### src/rtl/keypad_value_entry.sv
// Keypad snapshot to decimal value entry and waveform-mode selection.
// Emits the committed value and mode for the generator, and the live entry for the display.
module keypad_value_entry #(
    parameter int N_COLUMN = 4,
    parameter int N_ROW    = 4,
    parameter int N_DIGITS = 6,
    parameter int VALUE_W  = 20
) (
    input  logic                      clk,
    input  logic                      rst_n,
    input  logic [N_COLUMN*N_ROW-1:0] out_keys,
    input  logic                      data_valid,
    output logic [VALUE_W-1:0]        live_value,
    output logic [3:0]                digit_count,
    output logic                      entry_active,
    output logic [VALUE_W-1:0]        value_out,
    output logic                      value_valid,
    output logic [1:0]                mode_out,
    output logic                      mode_valid
);

    localparam int NK = N_COLUMN * N_ROW;

    typedef enum logic {
        IDLE  = 1'b0,
        ENTRY = 1'b1
    } state_t;

    state_t               r_state, w_state_nxt;
    logic [NK-1:0]        r_snap;
    logic [VALUE_W-1:0]   r_live, w_live_nxt;
    logic [3:0]           r_cnt, w_cnt_nxt;
    logic [VALUE_W-1:0]   r_vout, w_vout_nxt;
    logic                 r_vvalid, w_vvalid_nxt;
    logic [1:0]           r_mode, w_mode_nxt;
    logic                 r_mvalid, w_mvalid_nxt;

    logic                 w_onehot;
    logic                 w_press;
    logic [7:0]           w_idx;
    logic                 w_is_digit;
    logic [3:0]           w_digit;
    logic                 w_is_clr;
    logic                 w_is_ent;
    logic                 w_is_mode;
    logic [1:0]           w_mode;
    logic [VALUE_W-1:0]   w_times10;

    // A press needs a single key and a fully released previous scan.
    assign w_onehot = (out_keys != '0) &&
                      ((out_keys & (out_keys - NK'(1))) == '0);
    assign w_press  = data_valid && w_onehot && (r_snap == '0);

    always_comb begin
        w_idx = '0;
        for (int i = 0; i < NK; i++) begin
            if (out_keys[i]) w_idx = 8'(i);
        end
    end

    always_comb begin
        w_is_digit = 1'b0;
        w_digit    = 4'd0;
        w_is_clr   = 1'b0;
        w_is_ent   = 1'b0;
        w_is_mode  = 1'b0;
        w_mode     = 2'd0;
        case (w_idx)
            8'd0:  begin w_is_digit = 1'b1; w_digit = 4'd1; end
            8'd1:  begin w_is_digit = 1'b1; w_digit = 4'd2; end
            8'd2:  begin w_is_digit = 1'b1; w_digit = 4'd3; end
            8'd4:  begin w_is_digit = 1'b1; w_digit = 4'd4; end
            8'd5:  begin w_is_digit = 1'b1; w_digit = 4'd5; end
            8'd6:  begin w_is_digit = 1'b1; w_digit = 4'd6; end
            8'd8:  begin w_is_digit = 1'b1; w_digit = 4'd7; end
            8'd9:  begin w_is_digit = 1'b1; w_digit = 4'd8; end
            8'd10: begin w_is_digit = 1'b1; w_digit = 4'd9; end
            8'd13: begin w_is_digit = 1'b1; w_digit = 4'd0; end
            8'd12: w_is_clr = 1'b1;
            8'd14: w_is_ent = 1'b1;
            8'd3, 8'd7, 8'd11, 8'd15: begin
                w_is_mode = 1'b1;
                w_mode    = w_idx[3:2];
            end
            default: ;
        endcase
    end

    assign w_times10 = (r_live << 3) + (r_live << 1);

    always_comb begin
        w_state_nxt  = r_state;
        w_live_nxt   = r_live;
        w_cnt_nxt    = r_cnt;
        w_vout_nxt   = r_vout;
        w_vvalid_nxt = 1'b0;
        w_mode_nxt   = r_mode;
        w_mvalid_nxt = 1'b0;
        if (w_press) begin
            if (w_is_digit) begin
                if (r_state == IDLE) begin
                    w_live_nxt  = VALUE_W'(w_digit);
                    w_cnt_nxt   = 4'd1;
                    w_state_nxt = ENTRY;
                end else if (r_cnt < 4'(N_DIGITS)) begin
                    w_live_nxt = w_times10 + VALUE_W'(w_digit);
                    w_cnt_nxt  = r_cnt + 4'd1;
                end
            end else if (w_is_ent) begin
                if (r_state == ENTRY) begin
                    w_vout_nxt   = r_live;
                    w_vvalid_nxt = 1'b1;
                    w_live_nxt   = '0;
                    w_cnt_nxt    = 4'd0;
                    w_state_nxt  = IDLE;
                end
            end else if (w_is_clr) begin
                w_live_nxt  = '0;
                w_cnt_nxt   = 4'd0;
                w_state_nxt = IDLE;
            end else if (w_is_mode) begin
                w_mode_nxt   = w_mode;
                w_mvalid_nxt = 1'b1;
            end
        end
    end

    always_ff @(posedge clk or negedge rst_n) begin
        if (!rst_n) begin
            r_state  <= IDLE;
            r_snap   <= '0;
            r_live   <= '0;
            r_cnt    <= 4'd0;
            r_vout   <= '0;
            r_vvalid <= 1'b0;
            r_mode   <= 2'd0;
            r_mvalid <= 1'b0;
        end else begin
            r_state  <= w_state_nxt;
            if (data_valid) r_snap <= out_keys;
            r_live   <= w_live_nxt;
            r_cnt    <= w_cnt_nxt;
            r_vout   <= w_vout_nxt;
            r_vvalid <= w_vvalid_nxt;
            r_mode   <= w_mode_nxt;
            r_mvalid <= w_mvalid_nxt;
        end
    end

    assign live_value   = r_live;
    assign digit_count  = r_cnt;
    assign entry_active = (r_state == ENTRY);
    assign value_out    = r_vout;
    assign value_valid  = r_vvalid;
    assign mode_out     = r_mode;
    assign mode_valid   = r_mvalid;

endmodule
### config.mk
export PLATFORM = sky130hd
export DESIGN_NAME = keypad_value_entry
export DESIGN_NICKNAME = d
export VERILOG_FILES = /design/src/rtl/keypad_value_entry.sv
export SDC_FILE = /design/constraint.sdc
export NUM_CORES = 1
export LEC_CHECK = 0
export ABC_AREA = 1
export CORE_UTILIZATION = 49
export CTS_CLUSTER_SIZE = 30
export DETAILED_ROUTE_END_ITERATION = 8
export GPL_ROUTABILITY_DRIVEN = 0
export GPL_TIMING_DRIVEN = 0
export PLACE_DENSITY_LB_ADDON = 0.12
export SETUP_SLACK_MARGIN = 0.02
export SYNTH_ARGS = -nofsm -noshare
export SYNTH_HDL_FRONTEND = slang
export SYNTH_SLANG_ARGS = --single-unit
### constraint.sdc
create_clock -name clk -period 5.4 [get_ports clk]
set_clock_uncertainty 0.15 [all_clocks]
set_input_delay 1.08 -clock clk [delete_from_list [all_inputs] [get_ports clk]]
set_output_delay 1.08 -clock clk [all_outputs]
set_load 0.05 [all_outputs]
==> impl_metrics.py, run 1 <==
metrics = {
    "placement": {
        "dp_hpwl_mm": 8.65,
        "io_buffer_count": 67,
        "place_area_um2": 5500,
    },
    "clock_network": {
        "cts-hold-fix-buffers": 0,
        "insertion_delay_ns": 0.36,
        "clk_pin_slew_worst_paths_ns": 0.07,
        "numCtsBuffers": 9,
        "clock_path_buffers": 2,
        "cts.sinks": 65,
        "cts-htree-levels": 3,
        "cts_tree": "built",
        "clockRootBuffer": "clkbuf_8",
    },
    "power_and_ir_drop": {
        "power.switching_uw": 266,
        "power_frac_seq_pct": 46.2,
        "power_uw": 1090,
        "p_clk_share_pct": 45.0,
        "internal-power_uw": 824,
        "p_comb_share_pct": 8.8,
        "ir_worst_vdd_uv": 128,
        "switching_share_pct": 24.4,
        "power.leakage_uw": 0.00295,
        "powerDensity_nw_per_um2": 188,
    },
    "detailed_routing": {
        "wl_per_cell_um": 13.2,
        "via_count": 4469,
        "ant_nets": 0,
        "drt_iter0_markers": 267,
        "drtPass1Iterations": 5,
        "wirelength_mm": 11.4,
        "via_per_inst": 5.17,
        "remaining_drc_errors": 0,
    },
    "finish": {
        "final_nets": 788,
        "fillers": 871,
        "final_util_pct": 62.8,
        "syn_to_final_growth_pct": 24.2,
        "multiInputGateArea_um2": 2610,
        "diodes": 0,
        "regArea_um2": 1630,
        "final_area_um2": 5800,
        "drive_gt1_share_pct": 10.5,
    },
    "critical_path": {
        "critPathMaxStageDelay_ns": 0.57,
        "cp-end-kind": "register",
        "critPathLaunchType": "primary input",
        "cpMaxStageDelayCell": "clkdlybuf4s50_1",
        "critPathKind": "in -> reg",
        "worstPathRequired_ns": 5.50,
        "critPathBufInv": 6,
        "r2r_slack_ns": 2.28,
        "crit_family": "buffers and inverters",
        "cp_max_fo": 7,
        "worstPathArrival_ns": 5.19,
    },
    "floorplan": {
        "die-area_um2": 9930,
        "design.core.area_um2": 9240,
        "ios": 68,
        "rows": 35,
        "die_h_um": 99.7,
        "initial_core_util_pct": 50.6,
        "dieWidth_um": 99.7,
    },
    "yosys": {
        "synthTopCellsByCount": "nand2_1 (163), inv_1 (102), dfrtp_1 (65), nor2_1 (53), nand3_1 (50)",
        "ys_ff_latch": 65,
        "synth_async_sr_flop_share_pct": 100,
        "yosysMostFrequentCell": "nand2_1",
        "syn_area_um2": 4670,
        "yosysSeqAreaShare_pct": 34.8,
        "synthTopCellsByArea": "dfrtp_1 (35%), nand2_1 (13%), ha_1 (9.4%), inv_1 (8.2%), nand3_1 (5.4%)",
        "synth_cell_types": 40,
        "synth_largest_area_cell": "dfrtp_1",
        "synth_flop_cell": "dfrtp_1",
        "synth_top_area_share_pct": 34.8,
        "synthCells": 652,
        "yosys_warnings": 0,
        "postSynthAreaPerCell_um2": 7.17,
        "synth_edf_count": 0,
        "syn_nets": 708,
    },
    "global_route": {
        "antenna_found_initial": 0,
        "grt_util_met1_pct": 35.7,
        "use_met3_pct": 4.99,
        "grt_max_degree": 66,
        "grt_pass1_wl_mm": 19.7,
        "grt.busiest_layer": "met2",
        "groute.usage.overall_pct": 25.0,
        "grt_overflow": 0,
        "grt_use_met2_pct": 38.6,
        "grt_pass1_vias": 4127,
    },
    "job": {
        "maxCapViolations": 0,
    },
    "timing": {
        "slew_headroom_pct": 45.9,
        "rsz0062_at_grt": "false",
        "worstMarginPinSlew_ns": 0.812,
        "post-route-period-util_pct": 94.2,
        "period_minus_slack_ns": 5.09,
        "hold_viol_final": 0,
        "fmax_mhz": 197,
        "setup_viol": 0,
        "maxSlewViolCount": 0,
    },
    "worst_hold_path": {
        "hold_path_class": "reg -> reg",
    },
    "run_status": {
        "status": "finished clean",
    },
}
## registers in the layout, indices dropped and copies added, names as in the netlist
| signal | count |
|---|---|
| mode_valid | 1 |
| r_snap | 16 |
| live_value | 20 |
| entry_active | 1 |
| digit_count | 4 |
| value_valid | 1 |
| value_out | 20 |
| mode_out | 2 |
## worst register-to-register path, delay by kind of cell, from the launching register on
family	cells	cell delay, ns
AO/OA/AOI/OAI	4	0.72
flip-flops	1	0.48
AND/OR/NAND/NOR	6	0.59
buffers and inverters	2	0.26
adder cells (fa/ha/maj)	2	0.81
## power groups by stage
stage          clock, uW  combinational [uW]  sequential, uW
2_1_floorplan          0                51.3             511
3_3_place_gp           0                91.4             512
3_5_place_dp           0                93.0             513
4_1_cts              496                93.3             504
5_1_grt              523                 109             505
6_report             491                95.5             504
## cell families (layout without fill, tap and decap cells)
group	count (synthesis)	count (layout)	share of synthesized area [%]
simple gates	328	328	32.3
buf+inv	122	206	10.6
compound gates	91	91	10.3
flops	65	65	34.8
fa+ha+maj	38	38	10.5
xor+xnor	8	8	1.50
## final timing paths
kind | cells past startpoint | end | start
max in group asynchronous | 1 | mode_out[1] | rst_n
min in group asynchronous | 1 | value_out[4] | rst_n
max reg2reg | 14 | live_value[14] | live_value[0]
max | 26 | live_value[14] | out_keys[5]
min reg2reg | 2 | mode_out[0] | mode_out[0]
min | 2 | mode_out[0] | mode_out[0]
## area by class of cell
| class | instances | area share (%) |
|---|---|---|
| multi-input cells | 465 | 44.9 |
| flip-flops and latches | 65 | 28.0 |
| repair buffers | 69 | 11.8 |
| inverters | 104 | 6.73 |
| clock buffers | 13 | 2.91 |
| well taps | 129 | 2.78 |
| plain buffers | 18 | 1.79 |
| clock inverters | 2 | 1.03 |
## layout by cell type (no fill, tap or decap), types with 10 or more instances in the layout
cell	count
nor2_1	48
clkbuf_8	12
nand3_1	50
nand2_1	158
o21ai_0	43
o21ai_1	10
clkbuf_1	10
ha_1	35
clkdlybuf4s50_1	65
or2_2	14
nand4_1	15
a21oi_1	23
inv_1	100
dfrtp_1	65
## stage by stage
| stage | worst slack [ns] | setup TNS [ns] | std cells | hold slack (ns) |
|---|---|---|---|---|
| 2_1_floorplan | 0.691 | 0 | 652 | 0.326 |
| 3_3_place_gp | -0.487 | -1.88 | 848 | 0.351 |
| 3_5_place_dp | -0.565 | -2.34 | 848 | 0.360 |
| 6_report | 0.311 | 0 | 865 | 0.366 |
| 4_1_cts | 0.0507 | 0 | 863 | 0.375 |
| 5_1_grt | 0.0503 | 0 | 865 | 0.398 |
## per-layer routing
metal | wire (um) | share of wire [%]
met1 | 5440 | 48
met2 | 5180 | 45
met3 | 675 | 5.9
met4 | 126 | 1.1
met5 | 0 | 0
## what timing repair did
item                                    4_1_cts  5_1_grt
pin swaps                                     0        3
hold endpoints to repair                      0        0
setup buffers                                 0        2
gates resized for setup                       3       22
endpoints found under the setup margin        3        8
(Power assumes the default switching activity.)
==> run 2: changes to the inputs <==
--- a/config.mk
+++ b/config.mk
@@ -6,7 +6,7 @@
 export NUM_CORES = 1
 export LEC_CHECK = 0
 export ABC_AREA = 1
-export CORE_UTILIZATION = 49
+export CORE_UTILIZATION = 55
 export CTS_CLUSTER_SIZE = 30
 export DETAILED_ROUTE_END_ITERATION = 8
 export GPL_ROUTABILITY_DRIVEN = 0
==> constraint.sdc (replaced) <==
create_clock -name clk -period 4.72 [get_ports clk]
set_clock_uncertainty 0.15 [all_clocks]
set_input_delay 0.944 -clock clk [delete_from_list [all_inputs] [get_ports clk]]
set_output_delay 0.944 -clock clk [all_outputs]
set_load 0.05 [all_outputs]
==> impl_metrics.py, run 2 (synthesized netlist as in run 1, its figures left out) <==
metrics = {
    "finish": {
        "syn_to_final_growth_pct": 26.7,
        "drive_gt1_share_pct": 14.2,
        "layout_commonest_cell": "nand2_1",
        "final_util_pct": 72.1,
        "layout_common_cells": "nand2_1 (157), inv_1 (94), dfrtp_1 (65)",
        "diodes": 0,
        "fillers": 681,
        "instances_no_fill": 849,
        "final_nets": 795,
    },
    "placement": {
        "io_buffer_count": 67,
        "placed_cells": 824,
        "dp_slack_ns": -1.10,
        "dp_hpwl_mm": 8.77,
    },
    "critical_path": {
        "worstPathArrival_ns": 4.54,
        "critPathLaunchType": "primary input",
        "r2r-start": "live_value[2]",
        "critPathBufInv": 9,
        "cp_max_fo": 4,
        "r2r_slack_ns": 1.78,
        "critPathKind": "in -> reg",
        "critPathMaxStageDelay_ns": 0.44,
        "crit_family": "simple AND/OR/NAND/NOR gates",
        "worstSetupStartpoint": "out_keys[9]",
        "worstPathRequired_ns": 4.82,
        "cp-end-kind": "register",
        "cpMaxStageDelayCell": "clkdlybuf4s50_1",
    },
    "timing": {
        "slew_headroom_pct": 44.5,
        "period_minus_slack_ns": 4.44,
        "worstMarginPinSlew_ns": 0.832,
        "post-route-period-util_pct": 94.1,
        "hold_viol_final": 0,
        "setup_viol": 0,
        "setup_ws_ns": 0.278,
        "fmax_mhz": 225,
        "rsz0062_at_grt": "false",
        "maxSlewViolCount": 0,
        "tns_ns": 0,
    },
    "floorplan": {
        "design.core.area_um2": 8220,
        "rows": 33,
        "ios": 68,
        "die-area_um2": 8870,
        "dieWidth_um": 94.2,
        "initial_core_util_pct": 56.9,
        "die_h_um": 94.2,
    },
    "detailed_routing": {
        "ant_nets": 0,
        "wl_per_cell_um": 14.3,
        "remaining_drc_errors": 0,
        "drtPass1Iterations": 5,
        "drt_iter0_markers": 211,
        "via_count": 4576,
        "via_per_inst": 5.39,
        "wirelength_mm": 12.2,
    },
    "clock_network": {
        "clk_pin_slew_worst_paths_ns": 0.08,
        "clock_path_buffers": 2,
        "cts-htree-levels": 3,
        "cts.sinks": 65,
        "cts_tree": "built",
        "insertion_delay_ns": 0.35,
        "clockRootBuffer": "clkbuf_8",
        "numCtsBuffers": 9,
    },
    "job": {
        "maxCapViolations": 0,
    },
    "power_and_ir_drop": {
        "power.leakage_uw": 0.00304,
        "powerDensity_nw_per_um2": 207,
        "power_uw": 1230,
        "ir_worst_vdd_uv": 162,
    },
    "global_route": {
        "grt_max_degree": 66,
        "groute.usage.overall_pct": 28.8,
        "grt_pass1_wl_mm": 20.0,
        "grt_pass1_vias": 4386,
        "grt_overflow": 0,
        "antenna_found_initial": 0,
    },
    "worst_hold_path": {
        "hold_path_class": "reg -> reg",
        "worst_hold_startpoint": "r_snap[9]",
    },
    "run_status": {
        "status": "finished clean",
    },
}
run 2: changes by cell type in the layout (fill, tap and decap cells not counted), moves of 2 or more:
cell             delta
inv_2               +5
clkbuf_2            +2
ha_1                -3
nor2_1              -3
dlymetal6s2s_1      +9
ha_4                +2
clkbuf_8            -2
inv_1               -6
nand3_1             -3
nand3_2             +3
nor2_4              +3
clkdlybuf4s50_1    -11
buf_4               +7
run 2: area by class of cell:
cell class	instances	area, um2	area share (%)
Clock buffer	12	145	2.45
Buffer	18	104	1.75
Sequential cell	65	1630	27.5
Inverter	104	393	6.63
Tap cell	105	131	2.22
Multi-Input combinational cell	465	2700	45.5
Clock inverter	4	76.3	1.29
Timing Repair Buffer	76	751	12.7
run 2: power by group:
part           leakage [uW]  internal (uW)  switching, uW
sequential         0.000757            569           6.72
combinational       0.00218           37.0           78.9
clock              0.000107            313            224
run 2: what timing repair did:
item                                    4_1_cts  5_1_grt
pin swaps                                     5        9
gates resized for setup                      33       32
hold buffers                                  0        0
buffers inserted                              4        5
endpoints found under the setup margin       11       14
run 2: final timing paths:
check	to	cells past startpoint
setup / recovery	live_value[14]	28
hold / removal	r_snap[9]	2
setup reg to reg	live_value[14]	15
hold reg to reg	r_snap[9]	2
max in group asynchronous	r_snap[9]	1
min in group asynchronous	value_out[5]	1
run 2: routing by layer:
metal,routed length [um],part of all wire [%],vias to the layer above,global-route usage (%)
met5,0,0,-,0
met4,257,2.1,0,11.8
met3,605,5.0,21,4.29
met2,6090,50,151,50.6
met1,5210,43,2123,35.0
li1,-,-,2281,-
run 2: per-stage QoR:
step | cell area (um2) | hold WS (ns)
after floorplan | 4670 | 0.326
after global placement | 5480 | 0.349
after detailed placement | 5470 | 0.352
after CTS | 5810 | 0.367
after global routing | 5920 | 0.382
final | 5920 | 0.362
run 2: tightest hold or removal path: stages, from the launching register on:
cell and delay, ns:
dfrtp_1 0.36, nand2_1 0.06, o21ai_0 0.06
==> run 3: changes to the inputs <==
--- a/config.mk
+++ b/config.mk
@@ -5,8 +5,7 @@
 export SDC_FILE = /design/constraint.sdc
 export NUM_CORES = 1
 export LEC_CHECK = 0
-export ABC_AREA = 1
-export CORE_UTILIZATION = 55
+export CORE_UTILIZATION = 54
 export CTS_CLUSTER_SIZE = 30
 export DETAILED_ROUTE_END_ITERATION = 8
 export GPL_ROUTABILITY_DRIVEN = 0
==> impl_metrics.py, run 3 <==
metrics = {
    "finish": {
        "diodes": 0,
        "layout_common_cells": "dfrtp_1 (65), clkdlybuf4s50_1 (51), mux2_2 (44)",
        "final_nets": 547,
        "syn_to_final_growth_pct": 30.6,
        "layout_commonest_cell": "dfrtp_1",
        "drive_gt1_share_pct": 29.1,
        "fillers": 521,
    },
    "detailed_routing": {
        "drt_iter0_markers": 135,
        "drtPass1Iterations": 4,
        "wirelength_mm": 11.0,
        "via_count": 3723,
        "wl_per_cell_um": 18.5,
        "ant_nets": 0,
        "remaining_drc_errors": 0,
        "via_per_inst": 6.27,
    },
    "clock_network": {
        "cts-htree-levels": 3,
        "cts_tree": "built",
        "insertion_delay_ns": 0.34,
        "clock_path_buffers": 2,
        "cts.sinks": 65,
        "cts-hold-fix-buffers": 0,
        "clockRootBuffer": "clkbuf_8",
        "clk_pin_slew_worst_paths_ns": 0.07,
        "numCtsBuffers": 9,
    },
    "power_and_ir_drop": {
        "power.leakage_uw": 0.00247,
        "switching_share_pct": 25.0,
        "ir_worst_vdd_uv": 185,
        "power_uw": 1180,
        "power_frac_seq_pct": 49.2,
        "power.switching_uw": 296,
        "p_comb_share_pct": 10.5,
        "p_clk_share_pct": 40.3,
        "powerDensity_nw_per_um2": 215,
        "internal-power_uw": 888,
    },
    "global_route": {
        "grt.busiest_layer": "met2",
        "grt_use_met2_pct": 47.1,
        "groute.usage.overall_pct": 26.2,
        "grt_util_met1_pct": 31.5,
        "grt_max_degree": 66,
        "grt_overflow": 0,
        "grt_pass1_wl_mm": 17.2,
        "antenna_found_initial": 0,
        "use_met3_pct": 4.88,
        "grt_pass1_vias": 3601,
    },
    "floorplan": {
        "die-area_um2": 8150,
        "die_h_um": 90.3,
        "rows": 31,
        "initial_core_util_pct": 56.8,
        "design.core.area_um2": 7410,
        "ios": 68,
        "dieWidth_um": 90.3,
    },
    "yosys": {
        "synthTopCellsByCount": "dfrtp_1 (65), mux2_2 (44), ha_1 (35), o21ai_0 (27), nor2_1 (24)",
        "yosys_warnings": 0,
        "yosysSeqAreaShare_pct": 38.7,
        "synthCells": 402,
        "synth_flop_cell": "dfrtp_1",
        "synth_edf_count": 0,
        "synth_cell_types": 63,
        "synthTopCellsByArea": "dfrtp_1 (39%), mux2_2 (12%), ha_1 (10%), o21ai_0 (3.2%), a21oi_1 (2.4%)",
        "synth_top_area_share_pct": 38.7,
        "synth_largest_area_cell": "dfrtp_1",
        "postSynthAreaPerCell_um2": 10.5,
        "ys_ff_latch": 65,
        "yosysMostFrequentCell": "dfrtp_1",
        "syn_nets": 458,
        "synth_async_sr_flop_share_pct": 100,
        "syn_area_um2": 4210,
    },
    "run_status": {
        "violations": "setup timing",
        "status": "finished, violations left",
    },
    "critical_path": {
        "cp_max_fo": 6,
        "r2r_end": "live_value[18]",
        "r2r-start": "live_value[0]",
        "worstSetupStartpoint": "out_keys[2]",
        "worstPathArrival_ns": 4.80,
        "cp-end-kind": "register",
        "r2r_cells": 11,
        "critPathLaunchType": "primary input",
        "r2r_slack_ns": 1.51,
        "critPathKind": "in -> reg",
        "worstPathRequired_ns": 4.80,
    },
    "worst_hold_path": {
        "hold_path_class": "reg -> reg",
        "worst_hold_startpoint": "value_out[1]",
        "worstHoldPathCells": 1,
        "holdPathEnd": "value_out[1]",
    },
    "timing": {
        "setup_ws_ns": -0.00369,
        "hold_viol_final": 0,
        "period_minus_slack_ns": 4.72,
        "rsz0062_at_grt": "true",
        "post-route-period-util_pct": 100,
        "fmax_mhz": 212,
        "slew_headroom_pct": 42.1,
        "setup_viol": 1,
        "worstMarginPinSlew_ns": 0.868,
        "tns_ns": -0.00369,
        "maxSlewViolCount": 0,
    },
    "placement": {
        "dp_hpwl_mm": 7.27,
        "io_buffer_count": 64,
    },
    "job": {
        "maxCapViolations": 0,
    },
}
==> run 3: cell count changes in the layout (fill, tap and decap cells not counted), sizes merged, moves of 6 or more <==
cell	before	now
or2	14	1
dlymetal6s2s	10	1
nand2	169	20
nor2	58	25
mux2	0	46
nand3	51	7
nand4	15	4
o21ai	55	28
inv	104	9
nor4	7	13
o31ai	2	12
==> run 3: repair_timing <==
| action | CTS | global route |
|---|---|---|
| resized for setup | 43 | 55 |
| setup buffers | 5 | 9 |
| pin swaps | 13 | 27 |
| endpoints found under the setup margin | 12 | 10 |
| endpoints found under the hold margin | 0 | 0 |
==> run 3: worst max path at each step <==
| stage | depth (start not counted) | slack, ns | to |
|---|---|---|---|
| final | 21 | -0.004 | live_value[18] |
| after global routing | 21 | -0.14 | live_value[18] |
| after CTS | 20 | 0.02 | live_value[16] |
| after detailed placement | 17 | -1.30 | live_value[16] |
| after global placement | 17 | -1.16 | live_value[16] |
| after floorplan | 16 | 0.05 | live_value[16] |
==> run 3: stage by stage <==
step | setup slack [ns] | cells | utilization (%) | hold slack, ns | area (um2)
2_1_floorplan | 0.0467 | 402 | - | 0.355 | 4210
3_3_place_gp | -1.16 | 565 | 67.1 | 0.320 | 4970
3_5_place_dp | -1.30 | 565 | 67.1 | 0.329 | 4970
4_1_cts | 0.0167 | 585 | 72.1 | 0.345 | 5340
5_1_grt | -0.137 | 594 | 74.2 | 0.367 | 5500
6_report | -0.00369 | 594 | 74.2 | 0.338 | 5500
==> run 3: area by class of cell <==
| cell class | instances | area (um2) | area share [%] |
|---|---|---|---|
| buffer | 13 | 71.3 | 1.30 |
| clock buffer | 12 | 155 | 2.82 |
| clock inverter | 3 | 40.0 | 0.728 |
| inverter | 9 | 33.8 | 0.615 |
| multi-input combinational | 315 | 2740 | 49.9 |
| sequential | 65 | 1630 | 29.6 |
| tap | 99 | 124 | 2.25 |
| timing repair buffer | 78 | 706 | 12.8 |
==> run 3: kinds of logic after synthesis <==
group / count (synthesis) / synth area share (%)
xor gates and xnor gates: 15 / 3.12
AOI/OAI and AO/OA: 109 / 17.3
adders and majority gates: 38 / 11.6
buffers and inverters: 22 / 2.41
and+or+nand+nor: 106 / 14.3
muxes: 47 / 12.5
DFF: 65 / 38.7
==> run 3: power by group through the flow <==
stage | sequential, uW | clock [uW] | combinational [uW]
after floorplan | 589 | 0 | 53.8
after global placement | 592 | 0 | 95.5
after detailed placement | 592 | 0 | 98.3
after CTS | 582 | 483 | 104
after global routing | 584 | 505 | 133
final | 583 | 477 | 124
==> run 3: routing by layer <==
layer,routed length [um],up-vias,share of wire [%]
met5,0,-,0
met4,267,0,2.4
met3,601,32,5.5
met2,5620,141,51
met1,4480,1828,41
li1,-,1722,-
==> run 3: worst max-delay path, stage by stage <==
cell and delay (ns):
buf_8 0.10, nand2b_4 0.13, a221o_1 0.38, a211oi_4 0.31
buf_4 0.17, buf_4 0.11, o32ai_4 0.09, nand3_2 0.12
inv_2 0.05, ha_1 0.27, ha_2 0.21, inv_2 0.07
fa_2 0.24, nor2b_4 0.05, o31a_1 0.28, o31ai_4 0.29
a21oi_2 0.13, a2111oi_4 0.44, o41ai_2 0.14, xnor2_1 0.17
o2bb2ai_1 0.09
==> RTL change (config.mk and constraints of run 1) <==
Register the inputs `out_keys` and `data_valid` before use, without a reset. The logic sees them one clock later.
--- a/src/rtl/keypad_value_entry.sv
+++ b/src/rtl/keypad_value_entry.sv
@@ -27,4 +27,12 @@
     } state_t;
 
+    logic [N_COLUMN*N_ROW-1:0] out_keys_q;
+    logic data_valid_q;
+
+    always_ff @(posedge clk) begin
+        out_keys_q   <= out_keys;
+        data_valid_q <= data_valid;
+    end
+
     state_t               r_state, w_state_nxt;
     logic [NK-1:0]        r_snap;
@@ -48,12 +56,12 @@
 
     // A press needs a single key and a fully released previous scan.
-    assign w_onehot = (out_keys != '0) &&
-                      ((out_keys & (out_keys - NK'(1))) == '0);
-    assign w_press  = data_valid && w_onehot && (r_snap == '0);
+    assign w_onehot = (out_keys_q != '0) &&
+                      ((out_keys_q & (out_keys_q - NK'(1))) == '0);
+    assign w_press  = data_valid_q && w_onehot && (r_snap == '0);
 
     always_comb begin
         w_idx = '0;
         for (int i = 0; i < NK; i++) begin
-            if (out_keys[i]) w_idx = 8'(i);
+            if (out_keys_q[i]) w_idx = 8'(i);
         end
     end
@@ -138,5 +146,5 @@
         end else begin
             r_state  <= w_state_nxt;
-            if (data_valid) r_snap <= out_keys;
+            if (data_valid_q) r_snap <= out_keys_q;
             r_live   <= w_live_nxt;
             r_cnt    <= w_cnt_nxt;
Check against the original RTL: not equivalent (a bounded check fails within 4 cycles, from zero or initial values and one cycle with rst_n low).
==> RTL change against run 1 <==
- sequential cell count up 17
- design area up 3.9%
- final cell count up 1.5%
- sequential share of layout area up 4.6 points
- hold slack worse by 29 ps
- power up 11%
- fmax up 9.6%
- setup slack better by 450 ps
- routed wire length up 2.3%
- critical path depth up 5
- synthesized area up 6.5%
- sequential power up 28%
- first-iteration DRC count down 25%
- largest cell class unchanged
==> RTL change: results (changes against run 1) <==
ys_async_sr_fraction_pct: 79.3  # -21 points
use_met3_pct: 4.41  # -0.58 points
cp.arrival_ps: 4810  # -380 ps
drive_gt1_share_pct: 8.59  # -1.9 points
clk_pin_slew_ps: 90  # +20 ps
nNetsFinal: 796  # +1.0%
diodes: 0  # unchanged
rr_worst_depth: 31  # +17
yosys_warnings: 0  # unchanged
whs_path_depth: 2  # unchanged
drtIter0Drc: 200  # -25%
syn_inst: 662  # +1.5%
status: "complete, no violations"
syn-num-nets: 718  # +1.4%
track_usage_pct: 24.4  # -0.59 points
routed-via-count: 4532  # +1.4%
grt_util_met1_pct: 34.6  # -1.1 points
cp_max_fo: 5  # -2
ys.flop_type: "dfrtp_1"
regToRegEndpoint: "live_value[16]"
hold_path_end: "r_snap[10]"
hpwl_um: 8970  # +3.6%
r2r_start: "out_keys_q[3]"
synth_cell_types: 45  # +13%
cp_slowest_cell: "fa_1"
place_inst: 862  # +1.7%
leakage_nw: 3.24  # +9.9%
wire_per_inst_um: 13.3  # +0.77%
reg2reg_slack_ps: 760  # -1520 ps
dpl_cell_area_mm2: 0.00581  # +5.6%
synth-seq-area-share_pct: 39.5  # +4.7 points
fill_cells: 945  # +8.5%
max-slew-margin-rel_pct: 45.1  # -0.77 points
period_minus_slack_ps: 4640  # -447 ps
synth.top_cells.by_area: "dfrtp_1 33%, nand2_1 12%, ha_1 8.8%"
area_delta_synth_final_pct: 21.2
use_met2_pct: 37.8  # -0.83 points
cts-buffers-inserted: 9  # unchanged
hold_start: "out_keys_q[10]"
drt-total-wl_um: 11700  # +2.3%
post_cts_resized: 0  # -3
peakVddDrop_mv: 0.173  # +36%
grt_pass1_vias: 4324  # +4.8%
RTL change: changes by cell type in the layout (fill, tap and decap cells not counted), sizes merged, moves of 5 or more:
cell           run 1  this run
dfxtp              0        17
nand4             15         9
clkbuf            22        17
o21ai             55        50
or2               14        19
RTL change: critical path: cells and delay by family, from the launching register on:
family          cells  cell delay, ps
compound gates      4             960
fa+ha+maj           2             970
buf+inv             3             250
flops               1             460
simple gates       22            1780
RTL change: cell type report:
type	count	share of cell area [%]
multi-input cells	464	42.1
flip-flops and latches	82	32.6
repair buffers	67	11.1
inverters	99	6.16
well taps	133	2.76
clock buffers	10	2.47
plain buffers	17	1.68
clock inverters	6	1.16
RTL change: cell families (layout without fill, tap and decap cells):
family / after synthesis / count (layout) / synth area share [%]
AND/OR/NAND/NOR: 329 / 329 / 29.8
AO/OA/AOI/OAI: 90 / 90 / 9.91
buffers and inverters: 116 / 199 / 9.51
XOR/XNOR: 4 / 4 / 0.704
flip-flops: 82 / 82 / 39.5
adder cells (fa/ha/maj): 39 / 39 / 10.1
multiplexers: 2 / 2 / 0.478
RTL change: layer usage:
| layer | routed length [um] | vias up |
|---|---|---|
| met4 | 222 | 0 |
| met2 | 4980 | 135 |
| met5 | 0 | - |
| met1 | 5880 | 2082 |
| met3 | 599 | 24 |
| li1 | - | 2291 |
RTL change: how the worst max path moves through the flow:
| stage | end | from | cells after the start |
|---|---|---|---|
| floorplan | live_value[16] | out_keys_q[3] | 31 |
| global placement | live_value[16] | out_keys_q[3] | 31 |
| detailed placement | live_value[16] | out_keys_q[3] | 31 |
| CTS | live_value[16] | out_keys_q[3] | 31 |
| global route | live_value[16] | out_keys_q[3] | 31 |
| finish | live_value[16] | out_keys_q[3] | 31 |
RTL change: power by group:
| part | internal, mW | switching, mW | total [mW] |
|---|---|---|---|
| combinational | 0.0307 | 0.0573 | 0.0880 |
| clock | 0.246 | 0.237 | 0.483 |
| sequential | 0.629 | 0.0142 | 0.643 |
